[src/rtl/vote_tally_scheduler.sv]
// Sequences the vote accumulator: round-robin whole-ballot intake from N_SRC
// sources, block-by-block tally readout on request, then accumulator re-init.
module vote_tally_scheduler #(
  parameter int REGISTER_SIZE   = 32,
  parameter int NUM_BITS_STORED = 4096,
  parameter int N_SRC           = 2,
  parameter int MAX_BALLOTS     = 1023,
  localparam int NUM_BLOCKS     = NUM_BITS_STORED / REGISTER_SIZE,
  localparam int CW             = $clog2(MAX_BALLOTS + 1)
) (
  input  logic                       clk_in,
  input  logic                       rst_in,
  input  logic [N_SRC*REGISTER_SIZE-1:0] src_block_in,
  input  logic [N_SRC-1:0]           src_valid_in,
  output logic [N_SRC-1:0]           src_ready_out,
  input  logic                       tally_req_in,
  output logic [REGISTER_SIZE-1:0]   acc_block_out,
  output logic                       acc_valid_out,
  output logic                       acc_compute_tally_out,
  output logic                       acc_request_next_out,
  input  logic [REGISTER_SIZE-1:0]   acc_data_in,
  input  logic                       acc_valid_in,
  output logic [REGISTER_SIZE-1:0]   tally_block_out,
  output logic                       tally_valid_out,
  output logic                       tally_last_out,
  output logic [CW-1:0]              ballot_count_out,
  output logic                       full_out,
  output logic                       busy_out
);

  localparam int SW = (N_SRC > 1) ? $clog2(N_SRC) : 1;
  localparam int BW = $clog2(NUM_BLOCKS + 1);
  localparam int KW = $clog2(NUM_BLOCKS + 4);

  typedef enum logic [2:0] {
    S_IDLE,
    S_BALLOT,
    S_DRAIN_REQ,
    S_DRAIN_WAIT,
    S_CLEAR
  } state_t;

  state_t                   r_state;
  logic [SW-1:0]            r_rr;
  logic [SW-1:0]            r_gidx;
  logic [N_SRC-1:0]         r_grant;
  logic [BW-1:0]            r_blk_cnt;
  logic [KW-1:0]            r_clr_cnt;
  logic [CW-1:0]            r_ballot_cnt;
  logic                     r_pending;
  logic                     r_wait_armed;
  logic [REGISTER_SIZE-1:0] r_acc_block;
  logic                     r_acc_valid;
  logic                     r_req_next;
  logic                     r_compute;
  logic [REGISTER_SIZE-1:0] r_tally_block;
  logic                     r_tally_valid;
  logic                     r_tally_last;

  int                       w_idx;
  logic                     w_any;
  logic [SW-1:0]            w_gidx;
  logic [N_SRC-1:0]         w_onehot;
  logic [SW-1:0]            w_rr_next;
  logic                     w_full;
  logic                     w_xfer;
  logic [REGISTER_SIZE-1:0] w_sel_block;

  // Round-robin search: walk downward so the source closest to r_rr wins.
  always_comb begin
    w_idx    = 0;
    w_any    = 1'b0;
    w_gidx   = '0;
    w_onehot = '0;
    for (int k = N_SRC - 1; k >= 0; k--) begin
      w_idx = (int'(r_rr) + k) % N_SRC;
      if (src_valid_in[SW'(w_idx)]) begin
        w_any  = 1'b1;
        w_gidx = SW'(w_idx);
      end
    end
    w_onehot[w_gidx] = 1'b1;
  end

  assign w_rr_next   = (r_gidx == SW'(N_SRC - 1)) ? '0 : r_gidx + 1'b1;
  assign w_full      = (r_ballot_cnt == CW'(MAX_BALLOTS));
  assign w_xfer      = (r_state == S_BALLOT) && |(r_grant & src_valid_in);
  assign w_sel_block = src_block_in[r_gidx*REGISTER_SIZE +: REGISTER_SIZE];

  always_ff @(posedge clk_in or negedge rst_in) begin
    if (!rst_in) begin
      r_state       <= S_IDLE;
      r_rr          <= '0;
      r_gidx        <= '0;
      r_grant       <= '0;
      r_blk_cnt     <= '0;
      r_clr_cnt     <= '0;
      r_ballot_cnt  <= '0;
      r_pending     <= 1'b0;
      r_wait_armed  <= 1'b0;
      r_acc_block   <= '0;
      r_acc_valid   <= 1'b0;
      r_req_next    <= 1'b0;
      r_compute     <= 1'b0;
      r_tally_block <= '0;
      r_tally_valid <= 1'b0;
      r_tally_last  <= 1'b0;
    end else begin
      r_acc_valid   <= 1'b0;
      r_req_next    <= 1'b0;
      r_compute     <= 1'b0;
      r_tally_valid <= 1'b0;
      r_tally_last  <= 1'b0;
      r_pending     <= r_pending | tally_req_in;
      case (r_state)
        S_IDLE: begin
          if (r_pending || tally_req_in) begin
            r_state    <= S_DRAIN_REQ;
            r_req_next <= 1'b1;
            r_blk_cnt  <= '0;
          end else if (!w_full && w_any) begin
            r_state   <= S_BALLOT;
            r_grant   <= w_onehot;
            r_gidx    <= w_gidx;
            r_blk_cnt <= '0;
          end
        end
        S_BALLOT: begin
          if (w_xfer) begin
            r_acc_block <= w_sel_block;
            r_acc_valid <= 1'b1;
            if (r_blk_cnt == BW'(NUM_BLOCKS - 1)) begin
              r_blk_cnt <= '0;
              r_grant   <= '0;
              r_rr      <= w_rr_next;
              r_state   <= S_IDLE;
              if (!w_full) r_ballot_cnt <= r_ballot_cnt + 1'b1;
            end else begin
              r_blk_cnt <= r_blk_cnt + 1'b1;
            end
          end
        end
        S_DRAIN_REQ: begin
          r_state      <= S_DRAIN_WAIT;
          r_wait_armed <= 1'b0;
        end
        S_DRAIN_WAIT: begin
          // The accumulator cannot answer in the cycle right after the request.
          if (!r_wait_armed) begin
            r_wait_armed <= 1'b1;
          end else if (acc_valid_in) begin
            r_tally_block <= acc_data_in;
            r_tally_valid <= 1'b1;
            if (r_blk_cnt == BW'(NUM_BLOCKS - 1)) begin
              r_tally_last <= 1'b1;
              r_compute    <= 1'b1;
              r_clr_cnt    <= '0;
              r_blk_cnt    <= '0;
              r_state      <= S_CLEAR;
            end else begin
              r_blk_cnt  <= r_blk_cnt + 1'b1;
              r_req_next <= 1'b1;
              r_state    <= S_DRAIN_REQ;
            end
          end
        end
        S_CLEAR: begin
          // One pulse cycle plus NUM_BLOCKS+3 cycles of accumulator rewrite.
          if (r_clr_cnt == KW'(NUM_BLOCKS + 3)) begin
            r_ballot_cnt <= '0;
            r_pending    <= 1'b0;
            r_state      <= S_IDLE;
          end else begin
            r_clr_cnt <= r_clr_cnt + 1'b1;
          end
        end
        default: r_state <= S_IDLE;
      endcase
    end
  end

  assign src_ready_out         = r_grant;
  assign acc_block_out         = r_acc_block;
  assign acc_valid_out         = r_acc_valid;
  assign acc_compute_tally_out = r_compute;
  assign acc_request_next_out  = r_req_next;
  assign tally_block_out       = r_tally_block;
  assign tally_valid_out       = r_tally_valid;
  assign tally_last_out        = r_tally_last;
  assign ballot_count_out      = r_ballot_cnt;
  assign full_out              = w_full;
  assign busy_out              = (r_state != S_IDLE);

endmodule

[config.mk]
export PLATFORM = sky130hd
export DESIGN_NAME = vote_tally_scheduler
export DESIGN_NICKNAME = d
export VERILOG_FILES = /design/src/rtl/vote_tally_scheduler.sv
export SDC_FILE = /design/constraint.sdc
export NUM_CORES = 1
export LEC_CHECK = 0
export CAP_MARGIN = 10
export CORE_ASPECT_RATIO = 1.5
export CORE_MARGIN = 3
export CORE_UTILIZATION = 55
export CTS_BUF_LIST = sky130_fd_sc_hd__clkbuf_8
export CTS_CLUSTER_DIAMETER = 50
export DETAILED_ROUTE_END_ITERATION = 12
export DONT_BUFFER_PORTS = 1
export GPL_TIMING_DRIVEN = 0
export PLACE_DENSITY = 0.8
export SKIP_CTS_REPAIR_TIMING = 1
export SYNTH_ARGS = -nofsm -noshare
export SYNTH_HDL_FRONTEND = slang
export SYNTH_SLANG_ARGS = --single-unit
[constraint.sdc]
create_clock -name clk_in -period 1.8 [get_ports clk_in]
set_input_delay 0 -clock clk_in [delete_from_list [all_inputs] [get_ports clk_in]]
set_output_delay 0 -clock clk_in [all_outputs]
set_load 0.005 [all_outputs]
==> summary.md, run 1 <==
| Metric | Value |
|---|---|
| Failing checks | `hold timing, setup timing` |
| Final Skew | `15.6 ps` |
| Ys flop type | `dfrtp_1` |
| Num CTS Buffers | `9` |
| Initial DRC count | `167` |
| Sw power | `1.27 mW` |
| WP data arrival | `2110 ps` |
| Sequential fraction of design power | `0.580` |
| Area occupied by registers | `2580 µm²` |
| HPWL Detailed | `7460 µm` |
| Post-DP Area | `4730 µm²` |
| Ys Warns | `0` |
| Mapped Area | `4600 µm²` |
| Slowest Stage Delay on Critical Path | `480 ps` |
| Max-cap viol count | `0` |
| Multi-input gate area | `2020 µm²` |
| Initial antenna violation count | `0` |
| Die X-Extent | `80.6 µm` |
| Clock power frac | `0.271` |
| CP Launch Type | `register` |
| Clk_lat worst skew | `370 ps` |
| GRT Resource Usage Total | `0.212` |
| Met3 Use GR | `0.0498` |
| Largest net degree at the start of global routing | `104` |
| Power Total | `4.87 mW` |
| Post-synth top cells | `103 x dfrtp_1, 55 x nor2_1, 35 x a21oi_1` |
| Fin. Hold Viols | `104` |
| Row count | `40` |
| Placer Congestion | `0.830` |
| Final period util | `1.02` |
| Power per cell area | `793 nW/µm²` |
| Crit Path Class | `reg2reg` |
| Hold Path Class | `in2async` |
| Fin cells | `641` |
| Minimum clock period | `1840 ps` |
| Global Route met2 Usage | `0.355` |
| Required @ worst endpoint | `2070 ps` |
| WHS | `-691 ps` |
| FILL cells | `467` |
| CTS sink cnt | `103` |
| Critical path peak fanout | `10` |
| Diodes inserted | `0` |
| Vias | `3,853` |
| Final setup viols | `8` |
| Clk slew on worst S/H paths | `110 ps` |
| Fin Setup TNS | `-149 ps` |
| Final ANT Viol Nets | `0` |
| Top post-synthesis cells by area | `dfrtp_1 56%, mux2_2 8.3%, mux2i_1 7.0%, nor2_1 4.5%, a21oi_1 3.8%` |
| Int Power | `3.60 mW` |
| Grt met1 use | `0.265` |
| Place WS | `-182 ps` |
| Slew HR | `0.679` |
| Largest area contributor in the netlist | `dfrtp_1` |
| Worst Tran Pin Value | `482 ps` |
| Combinational share of power | `0.149` |
| Fin nets | `637` |
| Fin. max-slew vios | `0` |
| Critical-path top delay cell | `or3b_4` |
| Post-synth EDFFs | `0` |
| Syn Nets | `512` |
| P_leak | `2.60 nW` |
| Cells after synthesis | `407` |
| Final worst setup slack | `-37.6 ps` |
| Worst-path cell chain | `or3b_4, buf_4, nor2_4, buf_2, nor2_1, a21oi_1` |
| Reg2reg setup slack | `-40 ps` |
| DIE AREA | `9510 µm²` |
| Initial Util | `0.570` |
| Post-route cell area | `6140 µm²` |
| Top-area cell type share of the netlist area | `0.561` |
| Root Driver | `clkbuf_8` |
| Run status | `finished, violations left` |
| Avg Cell Area, Syn | `11.3 µm²` |
| Most numerous cell in the Yosys netlist | `dfrtp_1` |
| Worst Setup End Kind | `register` |
| Bufs on Longest Clock Path | `2` |
| First-pass GRT wire length | `15,900 µm` |
| Vias in the first global route | `3,214` |
| Vias/cell | `6.01` |
| Number of top-level pins | `185` |
| #FFs+latches synth | `103` |
| DR WL/cell | `21.3 µm` |
| Number of distinct library cells after synthesis | `47` |
| DRC viols | `0` |
| Final wirelength | `13,600 µm` |
| Register area share after synthesis | `0.561` |
| TritonRoute pass-1 iters | `5` |
| Placed Cells | `512` |
| Final Core Density | `0.763` |
| Share of layout cells above drive strength 1 | `0.205` |
| Net Sw Frac | `0.261` |
| GRT overflow | `0` |
| Number of I/O port buffers | `0` |
| Unrepaired setup endpoints after global routing | `yes` |
| Synthesis-to-finish area growth | `33.7%` |
| Die height | `118 µm` |
| F_max | `544 MHz` |
| CTS tree | `yes` |
| Most crowded layer after global routing | `met2` |
| Share of flip-flops with an asynchronous set or reset | `1.00` |
| Core Area | `8060 µm²` |
| Maximum VDD drop | `0.613 mV` |
| CTS H-tree lvls | `3` |
==> cell usage in the layout (no fill, tap or decap), drive strengths merged, types with 4 or more instances in the layout <==
| master | count |
|---|---|
| nor2 | 58 |
| o31ai | 7 |
| buf | 27 |
| nand2 | 14 |
| xor2 | 5 |
| nor3 | 4 |
| a21oi | 35 |
| nand3 | 13 |
| dfrtp | 103 |
| clkbuf | 19 |
| mux2 | 34 |
| inv | 6 |
| o21ai | 29 |
| mux2i | 32 |
| dlygate4sd3 | 98 |
| and3 | 5 |
| a31oi | 4 |
| nand4 | 7 |
==> kinds of logic (layout without fill, tap and decap cells) <==
logic type / after synthesis / after routing / share of synthesized area
AND/OR/NAND/NOR: 119 / 120 / 0.132
AO/OA/AOI/OAI: 86 / 86 / 0.110
flip-flops: 103 / 103 / 0.561
multiplexers: 66 / 66 / 0.153
XOR/XNOR: 5 / 5 / 0.00953
adder cells (fa/ha/maj): 3 / 3 / 0.00817
buffers and inverters: 25 / 153 / 0.0261
==> power groups by stage <==
stage	registers, mW	logic (mW)	clock network [mW]
2_1_floorplan	2.77	0.383	0
3_3_place_gp	2.82	0.433	0
3_5_place_dp	2.84	0.456	0
4_1_cts	2.79	0.456	1.33
5_1_grt	2.87	0.782	1.44
6_report	2.82	0.725	1.32
==> layout make-up <==
class / count / area share
Sequential cell: 103 / 0.420
Multi-Input combinational cell: 280 / 0.328
Timing Repair Buffer: 114 / 0.179
Clock buffer: 11 / 0.0246
Tap cell: 105 / 0.0214
Buffer: 19 / 0.0202
Clock inverter: 4 / 0.00367
Inverter: 5 / 0.00305
==> path summary, 6_finish.rpt <==
| kind | startpoint | depth (start not counted) | endpoint |
|---|---|---|---|
| max | r_state[1]$_DFFE_PN0P_ | 6 | acc_block_out[10]$_DFFE_PN0P_ |
| min | rst_in | 0 | acc_block_out[29]$_DFFE_PN0P_ |
| max reg2reg | r_state[1]$_DFFE_PN0P_ | 6 | acc_block_out[10]$_DFFE_PN0P_ |
| min reg2reg | r_blk_cnt[7]$_DFFE_PN0P_ | 1 | r_blk_cnt[7]$_DFFE_PN0P_ |
| max in group asynchronous | rst_in | 0 | tally_block_out[13]$_DFFE_PN0P_ |
| min in group clk_in | acc_valid_in | 4 | r_state[1]$_DFFE_PN0P_ |
==> worst max-delay path: cells and delay by family (launching register included) <==
| kind | cells | cell delay (ps) |
|---|---|---|
| simple gates | 3 | 700 |
| flops | 1 | 460 |
| buf+inv | 2 | 420 |
| compound gates | 1 | 170 |
==> sequential cells by signal, indices dropped and copies added, names as in the netlist, 2 cells and up <==
register / flops
acc_block_out: 32
tally_block_out: 32
ballot_count_out: 10
r_blk_cnt: 8
r_clr_cnt: 8
r_state: 3
src_ready_out: 2
==> metal layers <==
layer | vias up | part of all wire
met3 | 47 | 0.092
met2 | 222 | 0.52
li1 | 1699 | -
met1 | 1885 | 0.35
met4 | 0 | 0.038
met5 | - | 0
Note: power is estimated with default switching activity, not from simulation.
==> run 2: changes to the inputs <==
--- a/config.mk
+++ b/config.mk
@@ -7,2 +7,3 @@
 export LEC_CHECK = 0
+export BUFFER_PORTS_ARGS = -buffer_cell sky130_fd_sc_hd__buf_4
 export CAP_MARGIN = 10
@@ -10,3 +11,3 @@
 export CORE_MARGIN = 3
-export CORE_UTILIZATION = 55
+export CORE_UTILIZATION = 45
 export CTS_BUF_LIST = sky130_fd_sc_hd__clkbuf_8
@@ -14,5 +15,4 @@
 export DETAILED_ROUTE_END_ITERATION = 12
-export DONT_BUFFER_PORTS = 1
 export GPL_TIMING_DRIVEN = 0
-export PLACE_DENSITY = 0.8
+export PLACE_DENSITY = 0.85
 export SKIP_CTS_REPAIR_TIMING = 1
==> constraint.sdc (replaced) <==
create_clock -name clk_in -period 1.8 [get_ports clk_in]
set_input_delay 0.27 -clock clk_in [delete_from_list [all_inputs] [get_ports clk_in]]
set_output_delay 0.27 -clock clk_in [all_outputs]
set_load 0.005 [all_outputs]
==> summary.md, run 2 (synthesized netlist as in run 1, its figures left out) <==
| Metric | Value |
|---|---|
| Synthesis-to-finish area growth | `44.1%` |
| Fin. max-slew vios | `0` |
| Initial Util | `0.469` |
| Reg2reg setup slack | `-9 ps` |
| Slew HR | `0.372` |
| Fin nets | `725` |
| Placed Cells | `706` |
| F_max | `553 MHz` |
| Met3 Use GR | `0.0531` |
| Clk_lat worst skew | `380 ps` |
| DIE AREA | `11,500 µm²` |
| Fin Setup TNS | `-17.4 ps` |
| Largest net degree at the start of global routing | `104` |
| TritonRoute pass-1 iters | `4` |
| Critical-path top delay cell | `dfrtp_1` |
| Unrepaired setup endpoints after global routing | `yes` |
| Bufs on Longest Clock Path | `2` |
| Final Skew | `9.77 ps` |
| Critical path peak fanout | `7` |
| Initial antenna violation count | `0` |
| HPWL Detailed | `9050 µm` |
| Final wirelength | `12,600 µm` |
| Root Driver | `clkbuf_8` |
| Highest-count cells in the layout ignoring fill and taps | `203 x buf_4, 100 x dfrtp_1, 54 x nor2_1, 35 x a21oi_1, 34 x mux2_2` |
| GRT overflow | `0` |
| Vias | `3,994` |
| WP data arrival | `2100 ps` |
| Final setup viols | `3` |
| GRT Resource Usage Total | `0.202` |
| Row count | `44` |
| DR WL/cell | `17.0 µm` |
| Power per cell area | `779 nW/µm²` |
| CTS sink cnt | `103` |
| Reg-to-Reg End | `r_blk_cnt[7]$_DFFE_PN0P_` |
| Placer Congestion | `0.811` |
| Die X-Extent | `88.5 µm` |
| Run status | `finished, violations left` |
| Initial DRC count | `195` |
| Power Total | `5.16 mW` |
| Final Core Density | `0.676` |
| Failing checks | `hold timing, setup timing` |
| Die height | `130 µm` |
| Grt met1 use | `0.236` |
| Fin. Hold Viols | `18` |
| FF-to-FF path depth | `7` |
| Num CTS Buffers | `9` |
| Final worst setup slack | `-9.32 ps` |
| Minimum clock period | `1810 ps` |
| Hold Path Class | `in2async` |
| Crit Path Class | `reg2reg` |
| Share of layout cells above drive strength 1 | `0.481` |
| Clk slew on worst S/H paths | `90 ps` |
| CTS H-tree lvls | `3` |
| Number of I/O port buffers | `184` |
| Slowest Stage Delay on Critical Path | `420 ps` |
| Final period util | `1.01` |
| Most crowded layer after global routing | `met2` |
| Worst Tran Pin Value | `942 ps` |
| P_leak | `3.13 nW` |
| Reg2reg start | `ballot_count_out[0]$_DFFE_PN0P_` |
| Commonest non-fill, non-tap cell in the layout | `buf_4` |
| Core Area | `9800 µm²` |
| WHS | `-27.4 ps` |
| Vias/cell | `5.40` |
| Global Route met2 Usage | `0.348` |
| Worst-path cell chain | `ha_2, and3_4, buf_4, nand4_1, a31oi_4, or2_4, o31ai_4` |
| Number of top-level pins | `185` |
| Final ANT Viol Nets | `0` |
| CP Launch Type | `register` |
| Maximum VDD drop | `0.445 mV` |
| Max-cap viol count | `0` |
| FILL cells | `742` |
| Required @ worst endpoint | `2090 ps` |
| CTS tree | `yes` |
| Worst Setup End Kind | `register` |
| Vias in the first global route | `3,940` |
| Place WS | `-192 ps` |
| First-pass GRT wire length | `18,200 µm` |
| DRC viols | `0` |
| Fin cells | `739` |
| Diodes inserted | `0` |
[run 2: cell types whose count changed in the layout (fill, tap and decap cells not counted), moves of 2 or more]
cell,delta
o21ai_1,+3
buf_4,+184
dfrtp_1,-2
o21ai_0,-2
dlygate4sd3_1,-98
buf_6,+2
dfrtp_2,+2
[run 2: final cells by class]
class | instances | area, µm² | area share
clock inverters | 4 | 22.5 | 0.00340
flip-flops and latches | 103 | 2580 | 0.390
well taps | 115 | 144 | 0.0217
inverters | 5 | 18.8 | 0.00283
multi-input cells | 279 | 2040 | 0.307
plain buffers | 19 | 130 | 0.0196
repair buffers | 203 | 1540 | 0.233
clock buffers | 11 | 151 | 0.0229
[run 2: per-layer routing]
layer	up-vias	wire length [µm]
li1	1875	-
met1	1925	4580
met2	170	6800
met3	24	864
met4	0	315
met5	-	0
[run 2: critical path: cells and delay by family (launching register included)]
kind                       cells  cell delay (ps)
AOI/OAI and AO/OA              2              330
and+or+nand+nor                3              620
DFF                            1              420
adders and majority gates      1              210
buffers and inverters          1              140
[run 2: metrics by stage]
stage	hold WS, ps	instance area (µm²)
2_1_floorplan	-25.6	4600
6_report	-27.4	6620
3_3_place_gp	460	6120
4_1_cts	106	6300
5_1_grt	58.6	6620
3_5_place_dp	476	6120
[run 2: how the worst max path moves through the flow]
stage / from / endpoint
2_1_floorplan: r_blk_cnt[0]$_DFFE_PN0P_ / r_clr_cnt[0]$_DFFE_PN0P_
3_3_place_gp: r_blk_cnt[0]$_DFFE_PN0P_ / r_clr_cnt[0]$_DFFE_PN0P_
3_5_place_dp: r_blk_cnt[0]$_DFFE_PN0P_ / r_clr_cnt[0]$_DFFE_PN0P_
4_1_cts: ballot_count_out[0]$_DFFE_PN0P_ / full_out
5_1_grt: ballot_count_out[0]$_DFFE_PN0P_ / full_out
6_report: ballot_count_out[0]$_DFFE_PN0P_ / r_blk_cnt[7]$_DFFE_PN0P_
[run 2: where the power goes]
| group | leakage, nW | switching [mW] | total [mW] | internal, mW |
|---|---|---|---|---|
| combinational | 1.73 | 0.406 | 1.10 | 0.691 |
| clock | 0.0964 | 0.763 | 1.33 | 0.564 |
| sequential | 1.31 | 0.162 | 2.74 | 2.57 |
==> run 3: changes to the inputs <==
- ABC_AREA: unset -> 1
- CORE_UTILIZATION: 45 -> 46
==> summary.md, run 3 <==
| Metric | Value |
|---|---|
| TritonRoute pass-1 iters | `5` |
| Top-area cell type share of the netlist area | `0.511` |
| Post-synth EDFFs | `0` |
| Clk slew on worst S/H paths | `110 ps` |
| Post-route cell area | `6870 µm²` |
| Number of I/O port buffers | `184` |
| CP Launch Type | `register` |
| #FFs+latches synth | `103` |
| Share of layout cells above drive strength 1 | `0.319` |
| Critical path peak fanout | `4` |
| Final Skew | `14.7 ps` |
| P_leak | `3.80 nW` |
| Clock power frac | `0.244` |
| Reg2reg start | `r_clr_cnt[0]$_DFFE_PN0P_` |
| Root Driver | `clkbuf_8` |
| Final setup viols | `0` |
| Fin. Hold Viols | `0` |
| Most numerous cell in the Yosys netlist | `nand2_1` |
| Clk_lat worst skew | `380 ps` |
| Row count | `46` |
| Fin nets | `937` |
| Initial antenna violation count | `0` |
| Vias | `4,810` |
| Final period util | `0.992` |
| Bufs on Longest Clock Path | `2` |
| CTS tree | `yes` |
| Final wirelength | `13,600 µm` |
| DRC viols | `0` |
| Critical Path Source | `ballot_count_out[1]$_DFFE_PN0P_` |
| Required @ worst endpoint | `1530 ps` |
| Run status | `completed` |
| Net Sw Frac | `0.293` |
| Power Total | `5.54 mW` |
| Vias/cell | `4.90` |
| Final ANT Viol Nets | `0` |
| Fin. max-slew vios | `0` |
| Die height | `134 µm` |
| GRT Resource Usage Total | `0.225` |
| GRT overflow | `0` |
| Placed Cells | `961` |
| CTS sink cnt | `103` |
| DR WL/cell | `13.9 µm` |
| Power per cell area | `807 nW/µm²` |
| Number of distinct library cells after synthesis | `33` |
| Minimum clock period | `1780 ps` |
| Top post-synthesis cells by area | `dfrtp_1 51%, nand2_1 19%, nor2_1 5.1%, a31oi_1 4.1%, nand3_1 3.4%` |
| Worst Setup End Kind | `primary output` |
| WP data arrival | `1510 ps` |
| Fin cells | `981` |
| Num CTS Buffers | `9` |
| Avg Cell Area, Syn | `7.99 µm²` |
| Syn Nets | `737` |
| Combinational share of power | `0.229` |
| Vias in the first global route | `4,742` |
| Startpoint of the worst hold path | `acc_data_in[17]` |
| Post-DP Area | `6640 µm²` |
| Ys Warns | `0` |
| First-pass GRT wire length | `22,200 µm` |
| Number of top-level pins | `185` |
| HPWL Detailed | `10,500 µm` |
| Largest net degree at the start of global routing | `68` |
| Sw power | `1.62 mW` |
| Crit Path Class | `reg2out` |
| FILL cells | `888` |
| Initial Util | `0.474` |
| DIE AREA | `12,300 µm²` |
| Ys flop type | `dfrtp_1` |
| Synthesis-to-finish area growth | `36.1%` |
| Die X-Extent | `91.5 µm` |
| Unrepaired setup endpoints after global routing | `yes` |
| Commonest non-fill, non-tap cell in the layout | `nand2_1` |
| Maximum VDD drop | `0.438 mV` |
| Mapped Area | `5050 µm²` |
| Register area share after synthesis | `0.511` |
| Diodes inserted | `0` |
| Sequential fraction of design power | `0.526` |
| Worst Tran Pin Value | `521 ps` |
| Hold Path Class | `in2reg` |
| Largest area contributor in the netlist | `dfrtp_1` |
| F_max | `560 MHz` |
| Share of flip-flops with an asynchronous set or reset | `1.00` |
| Post-synth top cells | `257 x nand2_1, 103 x dfrtp_1, 68 x nor2_1` |
| Highest-count cells in the layout ignoring fill and taps | `255 x nand2_1, 190 x buf_4, 102 x dfrtp_1, 68 x nor2_1, 35 x inv_1` |
| Cells after synthesis | `632` |
| Core Area | `10,600 µm²` |
| Max-cap viol count | `0` |
| CTS H-tree lvls | `3` |
| Initial DRC count | `253` |
| Slew HR | `0.653` |
| Int Power | `3.92 mW` |
| Placer Congestion | `0.849` |
## run 3: changes by cell type after synthesis, moves of 28 or more
cell / previous run / this run
a31oi_1: 4 / 33
mux2i_1: 32 / 0
inv_1: 5 / 34
nand2_1: 14 / 257
mux2_2: 34 / 0
a21oi_1: 35 / 7
## run 3: final timing paths
| kind | end | slack, ps | depth (start not counted) |
|---|---|---|---|
| max | full_out | 20 | 6 |
| min | tally_block_out[17]$_DFFE_PN0P_ | 80 | 3 |
| min reg2reg | tally_block_out[4]$_DFFE_PN0P_ | 480 | 2 |
| max in group asynchronous | ballot_count_out[0]$_DFFE_PN0P_ | 680 | 3 |
| min in group asynchronous | acc_block_out[15]$_DFFE_PN0P_ | 390 | 2 |
| max reg2reg | ballot_count_out[2]$_DFFE_PN0P_ | 150 | 8 |
## run 3: final cells by class
type | instances | area (µm²) | share of cell area
clock inverter | 7 | 51.3 | 0.00746
clock buffer | 9 | 124 | 0.0180
buffer | 24 | 155 | 0.0226
multi-input combinational | 461 | 2170 | 0.316
tap | 144 | 180 | 0.0262
timing repair buffer | 189 | 1450 | 0.210
inverter | 44 | 165 | 0.0240
sequential | 103 | 2580 | 0.375
## run 3: cell families (layout without fill, tap and decap cells)
group,after synthesis,in the layout,synth area share
fa+ha+maj,3,3,0.00744
buf+inv,68,273,0.0634
simple gates,394,394,0.335
xor+xnor,6,6,0.0104
compound gates,58,58,0.0736
flops,103,103,0.511
## run 3: power groups by stage
stage	Sequential (mW)	Clock [mW]	Combinational, mW
global placement	2.94	0	1.23
detailed placement	2.95	0	1.28
floorplan	2.96	0	0.371
finish	2.92	1.35	1.27
global route	2.97	1.46	1.40
CTS	2.92	1.37	1.28
## run 3: per-stage QoR
stage          hold slack, ps  setup WS (ps)  TNS [ps]   util
6_report                 77.6           15.2         0  0.645
5_1_grt                  78.1          -42.2     -42.2  0.645
4_1_cts                  -139           -195      -195  0.640
3_5_place_dp              272           74.1         0  0.623
3_3_place_gp              455            106         0  0.621
2_1_floorplan           -25.6            241         0      -
## run 3: metal layers
metal	global-route usage	wire, µm	share of wire
met1	0.248	5010	0.37
met2	0.406	7330	0.54
met3	0.0488	793	0.058
met4	0.103	515	0.038
met5	0	0	0
## run 3: worst max-delay path: stages (launching register included)
cell	delay (ps)
dfrtp_1	450
ha_4	190
nand2_4	50
nor2_4	160
nand3_4	130
inv_2	70
buf_6	80
